==> config.mk <==
export PLATFORM = sky130hd
export DESIGN_NAME = nascom_decode_ctl
export DESIGN_NICKNAME = d
export VERILOG_FILES = /design/src/rtl/nascom_decode_ctl.sv
export SDC_FILE = /design/constraint.sdc
export NUM_CORES = 1
export LEC_CHECK = 0
export ABC_AREA = 1
export BUFFER_PORTS_ARGS = -buffer_cell sky130_fd_sc_hd__buf_2
export CORE_AREA = 2 2 54 56
export CTS_BUF_LIST = sky130_fd_sc_hd__clkbuf_4 sky130_fd_sc_hd__clkbuf_8
export DETAILED_ROUTE_END_ITERATION = 7
export DIE_AREA = 0 0 56 58
export PLACE_DENSITY_LB_ADDON = 0.25
export SYNTH_ARGS = -nofsm -noshare
export SYNTH_HDL_FRONTEND = slang
export SYNTH_SLANG_ARGS = --single-unit
==> constraint.sdc <==
create_clock -name clk -period 3.37 [get_ports clk]
set_input_delay 0.337 -clock clk [delete_from_list [all_inputs] [get_ports clk]]
set_output_delay 0.337 -clock clk [all_outputs]
set_load 0.05 [all_outputs]
==> src/rtl/nascom_decode_ctl.sv <==
// nascom_decode_ctl: memory-cycle sequencer for the Nascom 2 block-decode PROM.
// Watches Z80 memory requests, drives the 32x2 decode PROM with A15..A11,
// latches its region code and issues registered RAM/ROM chip-selects plus
// per-region wait states.
//
// Optional feature: define NASCOM_RESET_JUMP_EN to build in the power-on
// reset-jump overlay. While it is active every decoded cycle selects ROM; it
// clears on the first M1 fetch from page RJ_PAGE.
//
// Ports:
//   clk, rst           clock, asynchronous active-high reset
//   mreq_n, rfsh_n     Z80 memory request / refresh (refresh cycles ignored)
//   m1_n               Z80 opcode fetch (used only by the reset-jump overlay)
//   addr[4:0]          Z80 A15..A11
//   prom_ce_n, prom_a  decode PROM enable and address
//   prom_d[1:0]        decode PROM data {d1,d0}: 00 RAM, 01 ROM, 1x none
//   rom_cs_n, ram_cs_n chip-selects (never both low)
//   wait_n             Z80 WAIT
//   unmapped           one-clock pulse when a cycle decodes to no device
//   rj_active          reset-jump overlay in force
module nascom_decode_ctl #(
  parameter int unsigned ROM_WAIT = 1,
  parameter int unsigned RAM_WAIT = 0,
  parameter logic [4:0]  RJ_PAGE  = 5'h1C
) (
  input  logic       clk,
  input  logic       rst,
  input  logic       mreq_n,
  input  logic       rfsh_n,
  input  logic       m1_n,
  input  logic [4:0] addr,
  output logic       prom_ce_n,
  output logic [4:0] prom_a,
  input  logic [1:0] prom_d,
  output logic       rom_cs_n,
  output logic       ram_cs_n,
  output logic       wait_n,
  output logic       unmapped,
  output logic       rj_active
);

  localparam int unsigned WCW = 3;

  typedef enum logic [2:0] {
    ST_IDLE,
    ST_DECODE,
    ST_LATCH,
    ST_WAIT,
    ST_HOLD
  } state_t;

  state_t         state;
  logic [WCW-1:0] wcnt;

  logic           rj_force_c;
  logic           sel_rom_c;
  logic           sel_ram_c;
  logic [WCW-1:0] wload_c;
  logic           abort_c;

  // Reset-jump overlay: forces ROM until the terminating fetch, which itself
  // decodes normally.
`ifdef NASCOM_RESET_JUMP_EN
  logic rj_q;
  logic rj_hit_c;

  assign rj_hit_c   = !m1_n && (prom_a == RJ_PAGE);
  assign rj_force_c = rj_q && !rj_hit_c;
  assign rj_active  = rj_q;

  always_ff @(posedge clk or posedge rst) begin
    if (rst) begin
      rj_q <= 1'b1;
    end else if (state == ST_LATCH && !mreq_n && rj_hit_c) begin
      rj_q <= 1'b0;
    end
  end
`else
  logic unused_rj;

  assign unused_rj  = !m1_n && (prom_a == RJ_PAGE);
  assign rj_force_c = 1'b0;
  assign rj_active  = 1'b0;
`endif

  // Region decode from the PROM code; 2'b10 is reserved and treated as none.
  always_comb begin
    sel_rom_c = 1'b0;
    sel_ram_c = 1'b0;
    if (rj_force_c) begin
      sel_rom_c = 1'b1;
    end else begin
      case (prom_d)
        2'b00:   sel_ram_c = 1'b1;
        2'b01:   sel_rom_c = 1'b1;
        default: ;
      endcase
    end
  end

  assign wload_c = sel_rom_c ? WCW'(ROM_WAIT) : WCW'(RAM_WAIT);

  // mreq_n released before the cycle reached HOLD.
  assign abort_c = mreq_n &&
                   (state == ST_DECODE || state == ST_LATCH || state == ST_WAIT);

  // Cycle sequencer; all outputs registered.
  always_ff @(posedge clk or posedge rst) begin
    if (rst) begin
      state     <= ST_IDLE;
      wcnt      <= '0;
      prom_ce_n <= 1'b1;
      prom_a    <= '0;
      rom_cs_n  <= 1'b1;
      ram_cs_n  <= 1'b1;
      wait_n    <= 1'b1;
      unmapped  <= 1'b0;
    end else begin
      unmapped <= 1'b0;
      if (abort_c) begin
        state     <= ST_IDLE;
        wcnt      <= '0;
        prom_ce_n <= 1'b1;
        prom_a    <= '0;
        rom_cs_n  <= 1'b1;
        ram_cs_n  <= 1'b1;
        wait_n    <= 1'b1;
      end else begin
        case (state)
          ST_IDLE: begin
            if (!mreq_n && rfsh_n) begin
              prom_a    <= addr;
              prom_ce_n <= 1'b0;
              wait_n    <= 1'b0;
              state     <= ST_DECODE;
            end
          end

          ST_DECODE: state <= ST_LATCH;

          ST_LATCH: begin
            prom_ce_n <= 1'b1;
            if (sel_rom_c || sel_ram_c) begin
              rom_cs_n <= !sel_rom_c;
              ram_cs_n <= !sel_ram_c;
              wcnt     <= wload_c;
              if (wload_c == '0) begin
                wait_n <= 1'b1;
                state  <= ST_HOLD;
              end else begin
                state  <= ST_WAIT;
              end
            end else begin
              unmapped <= 1'b1;
              wait_n   <= 1'b1;
              state    <= ST_HOLD;
            end
          end

          // Saturating countdown; release WAIT on the edge reaching zero.
          ST_WAIT: begin
            if (wcnt != '0) begin
              wcnt <= wcnt - WCW'(1);
            end
            if (wcnt <= WCW'(1)) begin
              wait_n <= 1'b1;
              state  <= ST_HOLD;
            end
          end

          ST_HOLD: begin
            if (mreq_n) begin
              rom_cs_n <= 1'b1;
              ram_cs_n <= 1'b1;
              state    <= ST_IDLE;
            end
          end

          default: state <= ST_IDLE;
        endcase
      end
    end
  end

endmodule

Word-level counts from Yosys, hierarchy flattened
Index checks and enable logic that the tools add are counted.
{"block": "totals", "ff_bits": 16, "inputBits": 12, "output_inout_bits": 11}
{"block": "op_classes", "addsub": 1, "magnitude_cmp": 1, "eq_ne": 11, "mux": 35, "n_reduce_logical": 24}
{"cell": "$mux 3", "n": 9}
{"cell": "$mux 1", "n": 17}
{"cell": "$mux 5", "n": 3}
{"cell": "$pmux 3 s5", "n": 1}
{"cell": "$reduce_bool 3->1", "n": 4}
{"cell": "$ne 3x2->1 const B", "n": 3}
{"cell": "$reduce_and 3->1", "n": 3}
{"cell": "$eq 3x2->1 const B", "n": 2}
{"cell": "$logic_not 3->1", "n": 2}
{"cell": "$ne 3x3->1 const B", "n": 2}
{"cell": "$pmux 1 s2", "n": 3}
{"cell": "$pmux 3 s2", "n": 1}
{"cell": "$ne 4x3->1 const B", "n": 1}
{"cell": "$reduce_and 2->1", "n": 2}
{"cell": "$reduce_and 4->1", "n": 1}
{"cell": "$reduce_bool 2->1", "n": 2}
{"cell": "$reduce_bool 4->1", "n": 1}
{"cell": "$eq 3x1->1 const B", "n": 1}
{"cell": "$eq 3x3->1 const B", "n": 1}
{"cell": "$le 3x1->1 const B", "n": 1}
{"cell": "$logic_not 1->1", "n": 3}
{"cell": "$logic_or 1x1->1", "n": 3}
{"cell": "$pmux 1 s3", "n": 1}
{"cell": "$sub 3x1->3 const B", "n": 1}
{"cell": "other kinds (3)", "n": 4}

Logic depth before layout (Yosys ltp)
Gate-level depths: netlist of the first run.
{"block": "depth", "ltp_word": 8, "mapped_depth": 9, "ltp_nobuf": 9}

Worst setup path after synthesis of the first run
Ideal clock, no wire load.
{"block": "synth_timing", "path_type": "reg-to-reg", "from": "register state[2]", "to": "register wcnt[2]", "setup_time_ns": 0.117, "arrival_time_ns": 1.124, "t_required_ns": 3.253, "slack_ns": 2.130, "stages_incl_launch_ff": 9, "period_less_slack_ns": 1.240, "path_cell_list": "dfrtp_1 -> inv_4 -> nand2_4 -> nor2_2 -> nand3_4 -> nand2_2 -> nor2_2 -> nand2_1 -> nand2_1"}
{"block": "synth_between", "elab_chain_cells": 6}
{"element": "from (decl)", "line_no": "52", "rtl": "state_t state;"}
{"element": "from (signal assigned)", "line_no": "110", "rtl": "state <= ST_IDLE;"}
{"element": "from (signal assigned)", "line_no": "121", "rtl": "state <= ST_IDLE;"}
{"element": "from (signal assigned)", "line_no": "135", "rtl": "state <= ST_DECODE;"}
{"element": "$eq 3x1->1 / $eq 3x2->1 (equally long branches)", "line_no": "105, 129"}
{"element": "$logic_or 1x1->1 (2 in series)", "line_no": "105", "rtl": "(state == ST_DECODE || state == ST_LATCH || state == ST_WAIT);"}
{"element": "$logic_and 1x1->1", "line_no": "104", "rtl": "assign abort_c = mreq_n &&"}
{"element": "$ne 3x2->1 (no source line) / $reduce_bool 3->1 (equally long branches)"}
{"element": "$reduce_and 3->1 (no source line)"}
{"element": "to (signal assigned)", "line_no": "146", "rtl": "wcnt <= wload_c;"}
{"element": "to (signal assigned)", "line_no": "163", "rtl": "wcnt <= wcnt - WCW'(1);"}
{"element": "to (decl)", "line_no": "53", "rtl": "logic [WCW-1:0] wcnt;"}
Parallel ways exist; a longest one is shown, timed or not.
A chain may end at the register's enable or synchronous reset.

Worst setup path after layout of the first run
{"block": "layout_timing", "from": "register prom_ce_n", "to": "output prom_ce_n"}
{"element": "from (decl)", "line_no": "32", "rtl": "output logic prom_ce_n,"}
{"element": "from (signal assigned)", "line_no": "112", "rtl": "prom_ce_n <= 1'b1;"}
{"element": "from (signal assigned)", "line_no": "123", "rtl": "prom_ce_n <= 1'b1;"}
{"element": "from (signal assigned)", "line_no": "133", "rtl": "prom_ce_n <= 1'b0;"}
No word-level cell between the ends.

==> impl_metrics.csv, run 1 <==
group,metric,value,unit
sta,slew_headroom,59.9,%
power_and_ir_drop,comb_power_share,58.3,%
logic_synthesis,avgSynthCellArea,7.57,sq um
power_and_ir_drop,switching_share,52.5,%
cells_and_area,fillers,265,
route,wl,2.04,mm
placed_design,place_area,1170,sq um
route,viasPerCell,4.88,
setup_path,critPathLaunchType,"flop",
logic_synthesis,yosys-top-cells-area,"dfrtp_1, nand2_1, dfstp_2, inv_1, nand3_1",
route,ant_nets,0,
worst_hold_path,hold_path_class,"input pin to asynchronous set/reset pin",
setup_path,crit_required,3.03,ns
setup_path,critPathSlowestCell,"dfstp_2",
setup_path,worst-path-buf-inv,1,
power_and_ir_drop,power_density,935,nW/um^2
grt,antenna_found_initial,0,
cells_and_area,fin_util,45.3,%
power_and_ir_drop,pwr-share-clk,11.4,%
cells_and_area,syn2layout_area_growth,16.2,%
grt,grt_overflow,0,
sta,maxSlewViolCount,0,
power_and_ir_drop,p_leak,0.638,nW
power_and_ir_drop,power_frac_seq,30.4,%
power_and_ir_drop,total_power,1.13,mW
clocking,cts_buffer_depth,2,
clocking,ctsHtreeMaxLevel,1,
logic_synthesis,synthCells,137,
logic_synthesis,syn_nets,152,
route,num_vias,932,
grt,grt_pass1_wl,3.54,mm
sta,tns,0,ns
placed_design,io_buffers,20,
grt,grt_use_total,14.0,%
logic_synthesis,netlist_area,1040,sq um
clocking,cts_buffers,3,
route,drc_errors,0,
placed_design,place_congestion,0.836,
logic_synthesis,yosysTopAreaCellShare,29.0,%
floorplan,start_util,39.0,%
sta,fin_skew,0.0127,ns
floorplan,core.rowCount,19,
clocking,post_cts_buffers,0,
floorplan,coreArea,2660,sq um
floorplan,io_pins,23,
power_and_ir_drop,irDropWorstVdd,609,uV
setup_path,cp_cell_sequence,"buf_2",
setup_path,critical_path_class,"flop to primary output",
logic_synthesis,ys_seq_area_share,39.1,%
sta,rsz0062_at_grt,"false",
sta,finalWorstSetupSlack,1.94,ns
power_and_ir_drop,p_switching,0.592,mW
setup_path,cp.arrival,1.09,ns
sta,fin_hold_ws,0.0872,ns
logic_synthesis,synth_area_leader_cell,"dfrtp_1",
grt,grt_max_degree,17,
cells_and_area,nNetsFinal,176,
sta,fmax,698,MHz
sta,hold_violations,0,
route,drt-initial-drc-count,45,
setup_path,crit_fanout,2,
clocking,root_buffer,"clkbuf_4",
clocking,clk_transition_reported_paths,0.10,ns
setup_path,end_kind,"primary output",
clocking,clkSinkCount,16,
cells_and_area,drive_gt1_share,28.7,%
clocking,worstSkewPairLatency,0.30,ns
grt,grt_pass1_vias,848,
setup_path,crit_family,"flip-flops",
sta,finalSetupViolCount,0,
placed_design,dpl.cell_count,187,
floorplan,die_area,3250,sq um
clocking,cts_resized,0,
logic_synthesis,ys_ff_latch,16,
cells_and_area,postLayoutCellArea,1200,sq um
clocking,cts.hold.buffers_added,0,
floorplan,dieHeight,58,um
cells_and_area,antennaDiodeCount,0,
flow_run,maxCapViolCount,0,
sta,final.period_utilization,42.5,%
logic_synthesis,synth.distinct_cells,23,
sta,tightest_slew,0.600,ns
cells_and_area,fin_cells,191,
logic_synthesis,yosysWarnings,0,
placed_design,hpwl,1.62,mm
run_status,status,"finished, final reports clean",
power_and_ir_drop,p_int,0.535,mW
route,avgRoutedWirePerCell,10.7,um
route,drtPass1Iterations,4,
clocking,cts_tree,"built",
floorplan,die_w,56,um
sta,timing.final.crit_period,1.43,ns
setup_path,max_stage_delay,0.54,ns
placed_design,post-place-ws,1.94,ns
cell usage after synthesis:
| cell | count |
|---|---|
| a21oi_1 | 1 |
| buf_4 | 1 |
| conb_1 | 1 |
| dfrtp_1 | 12 |
| dfstp_2 | 4 |
| ha_1 | 3 |
| inv_1 | 22 |
| inv_4 | 1 |
| nand2_1 | 32 |
| nand2_2 | 5 |
| nand2_4 | 2 |
| nand3_1 | 16 |
| nand3_2 | 2 |
| nand3_4 | 2 |
| nor2_1 | 11 |
| nor2_2 | 4 |
| nor2_4 | 1 |
| nor3_1 | 4 |
| o21ai_0 | 9 |
| o21ai_1 | 1 |
| o21ai_4 | 1 |
| o21bai_1 | 1 |
| xnor2_1 | 1 |
area by class of cell:
type                    instances  area [sq um]  share of cell area [%]
clock buffers                   4          36.3                    3.01
inverters                      23          88.8                    7.37
repair buffers                 20           100                    8.31
flip-flops and latches         16           405                    33.6
multi-input cells              97           536                    44.4
well taps                      31          38.8                    3.22
metal layers:
layer | vias to the layer above | wire length [um] | GRT usage (%)
li1 | 474 | - | -
met1 | 429 | 924 | 16.7
met2 | 24 | 987 | 23.7
met3 | 5 | 97 | 4.69
met4 | 0 | 27 | 4.76
met5 | - | 0 | 0
cell families after synthesis:
logic type / count (synthesis) / share of synthesized area (%)
adders and majority gates: 3 / 3.62
DFF: 16 / 39.1
and+or+nand+nor: 79 / 39.2
other: 1 / 0.362
buffers and inverters: 24 / 9.29
AOI/OAI and AO/OA: 13 / 7.60
xor gates and xnor gates: 1 / 0.845
state kept, by name, indices dropped and copies added, names as in the netlist:
register / flops
unmapped: 1
ram_cs_n: 1
wait_n: 1
wcnt: 3
prom_a: 5
prom_ce_n: 1
rom_cs_n: 1
state: 3
power groups by stage:
stage | sequential, mW | clock (mW) | combinational (mW)
3_5_place_dp | 0.347 | 0 | 0.659
5_1_grt | 0.353 | 0.140 | 0.720
6_report | 0.342 | 0.128 | 0.656
4_1_cts | 0.342 | 0.133 | 0.663
2_1_floorplan | 0.526 | 0 | 0.350
3_3_place_gp | 0.343 | 0 | 0.648
path summary, 6_finish.rpt:
check                                      start               endpoint  slack, ns  cells past startpoint
max                        prom_ce_n$_DFFE_PP1P_              prom_ce_n       1.94                      1
min                                          rst  prom_a[2]$_DFFE_PP0P_       0.09                      2
max reg2reg                 state[0]$_DFFE_PP0P_     wait_n$_DFFE_PP1P_       1.94                      8
min reg2reg                 rom_cs_n$_DFFE_PP1P_   rom_cs_n$_DFFE_PP1P_       0.47                      2
max in group asynchronous                    rst    wcnt[0]$_DFFE_PP0P_       2.88                      2
min in group clk                         addr[2]  prom_a[2]$_DFFE_PP0P_       0.28                      3
placed cells by master, fill, tap and decap left out:
cell and n:
nor3_1 4, dfrtp_1 12, nand3_2 2, inv_4 1, nand3_1 16, a21oi_1 1, nor2_4 1, inv_1 22
nand2_4 2, nor2_1 11, conb_1 1, clkbuf_4 3, o21bai_1 1, o21ai_4 1, xnor2_1 1, o21ai_1 1
nand2_1 32, buf_2 20, dfstp_2 4, nand3_4 2, o21ai_0 9, nor2_2 4, nand2_2 5, ha_1 3
clkbuf_8 1
Note: power is estimated with default switching activity, not from simulation.
==> run 2: changes to the inputs <==
==> constraint.sdc (replaced) <==
create_clock -name clk -period 1.5 [get_ports clk]
set_input_delay 0.15 -clock clk [delete_from_list [all_inputs] [get_ports clk]]
set_output_delay 0.15 -clock clk [all_outputs]
set_load 0.05 [all_outputs]
==> impl_metrics.csv, run 2 (same netlist as run 1, synthesis figures left out) <==
group,metric,value,unit
setup_path,crit_required,1.72,ns
grt,antenna_found_initial,0,
run_status,status,"finished, final reports clean",
floorplan,start_util,39.0,%
sta,tightest_slew,0.614,ns
placed_design,io_buffers,20,
grt,grt_pass1_wl,3.61,mm
cells_and_area,multi_input_area,538,sq um
worst_hold_path,hold_path_class,"input pin to flop",
power_and_ir_drop,power_density,2080,nW/um^2
setup_path,cp_cell_sequence,"nor2_2 -> nand2_2 -> inv_1 -> nand2_1 -> nand2_1 -> inv_1 -> nand3_1 -> nand2_1",
setup_path,critPathSlowestCell,"dfrtp_1",
cells_and_area,nNetsFinal,178,
sta,final.period_utilization,89.2,%
sta,finalSetupViolCount,0,
clocking,root_buffer,"clkbuf_4",
cells_and_area,regArea,405,sq um
sta,maxSlewViolCount,0,
grt,grt_max_degree,17,
clocking,clkSinkCount,16,
floorplan,coreArea,2660,sq um
route,ant_nets,0,
sta,slew_headroom,59.0,%
floorplan,die_w,56,um
power_and_ir_drop,irDropWorstVdd,1300,uV
route,num_vias,949,
cells_and_area,largest_register_ffs,5,
clocking,cts_buffer_depth,2,
sta,timing.final.crit_period,1.34,ns
route,drc_errors,0,
sta,tns,0,ns
sta,hold_violations,0,
power_and_ir_drop,p_leak,0.648,nW
grt,grt_use_total,14.1,%
cells_and_area,top_register,"prom_a",
clocking,ctsHtreeMaxLevel,1,
clocking,clk_transition_reported_paths,0.10,ns
flow_run,maxCapViolCount,0,
sta,fin_skew,0.00818,ns
sta,rsz0062_at_grt,"false",
setup_path,crit_top_cell,"nand2_1",
floorplan,io_pins,23,
route,wl,2.07,mm
floorplan,die_area,3250,sq um
placed_design,place_congestion,0.820,
grt,grt_pass1_vias,877,
sta,fin_hold_ws,0.0867,ns
sta,fmax,747,MHz
setup_path,worst-path-buf-inv,2,
cells_and_area,final_common_cell,"nand2_1",
floorplan,core.rowCount,19,
setup_path,max_stage_delay,0.47,ns
cells_and_area,fillers,274,
cells_and_area,syn2layout_area_growth,18.1,%
clocking,worstSkewPairLatency,0.29,ns
cells_and_area,antennaDiodeCount,0,
cells_and_area,layout_common_cells,"nand2_1, inv_1, buf_2, nand3_1, dfrtp_1",
clocking,cts_buffers,3,
grt,grt_overflow,0,
setup_path,crit_fanout,6,
route,avgRoutedWirePerCell,10.7,um
route,drt-initial-drc-count,23,
cells_and_area,drive_gt1_share,29.6,%
route,drtPass1Iterations,6,
setup_path,crit_family,"simple AND/OR/NAND/NOR gates",
setup_path,critPathLaunchType,"flop",
setup_path,end_kind,"flop",
setup_path,critical_path_class,"flop to flop",
placed_design,hpwl,1.59,mm
setup_path,cp.arrival,1.56,ns
floorplan,dieHeight,58,um
clocking,cts_tree,"built",
cells_and_area,top_regs,"prom_a (5), state (3), wcnt (3)",
route,viasPerCell,4.92,
run 2: cell count changes in the layout (fill, tap and decap cells not counted), sizes merged:
cell         delta
buf             +1
dlygate4sd3     +1
run 2: power by group:
| part | total, mW | switching [mW] | internal [mW] |
|---|---|---|---|
| registers | 0.759 | 0.121 | 0.639 |
| clock network | 0.289 | 0.141 | 0.148 |
| logic | 1.49 | 1.07 | 0.428 |
run 2: worst register-to-register path, delay by kind of cell, from the launching register on:
| family | cells | cell delay, ns |
|---|---|---|
| flops | 1 | 0.47 |
| buf+inv | 2 | 0.13 |
| simple gates | 6 | 0.66 |
run 2: metal layers:
metal  share of wire [%]  GRT usage (%)  wire length (um)  vias to the layer above
met2                  49           26.2              1020                       25
met5                   0              0                 0                        -
met4                 1.8           4.76                38                        0
met1                  43           15.2               897                      440
li1                    -              -                 -                      476
met3                 5.4           4.46               112                        8
run 2: timing repair:
item,CTS,global route
endpoints found under the hold margin,12,0
buffers inserted,0,0
resized for setup,0,2
endpoints found under the setup margin,0,6
hold buffers,1,0
run 2: metrics by stage:
step                      util, %  setup slack, ns  instances  power (mW)  area, sq um
after floorplan                 -            0.260        137        1.97         1040
after global placement       44.2            0.161        188        2.23         1180
after detailed placement     44.2            0.134        188        2.26         1180
after CTS                    45.9           0.0727        193        2.56         1220
after global routing         46.0           0.0219        193        2.75         1220
final                        46.0            0.162        193        2.54         1220
run 2: final cells by class:
cell class                      instances  share of cell area [%]
Clock buffer                            4                    2.96
Inverter                               23                    7.25
Multi-Input combinational cell         97                    43.9
Sequential cell                        16                    33.1
Tap cell                               31                    3.17
Timing Repair Buffer                   22                    9.60
run 2: path summary, 6_finish.rpt:
kind	startpoint	end	slack, ns	cells past startpoint
min	addr[1]	prom_a[1]$_DFFE_PP0P_	0.09	3
max reg2reg	state[0]$_DFFE_PP0P_	wait_n$_DFFE_PP1P_	0.16	8
min reg2reg	rom_cs_n$_DFFE_PP1P_	rom_cs_n$_DFFE_PP1P_	0.47	2
max	state[0]$_DFFE_PP0P_	wait_n$_DFFE_PP1P_	0.16	8
min in group asynchronous	rst	prom_a[3]$_DFFE_PP0P_	0.46	3
max in group asynchronous	rst	unmapped$_DFF_PP0_	0.63	3
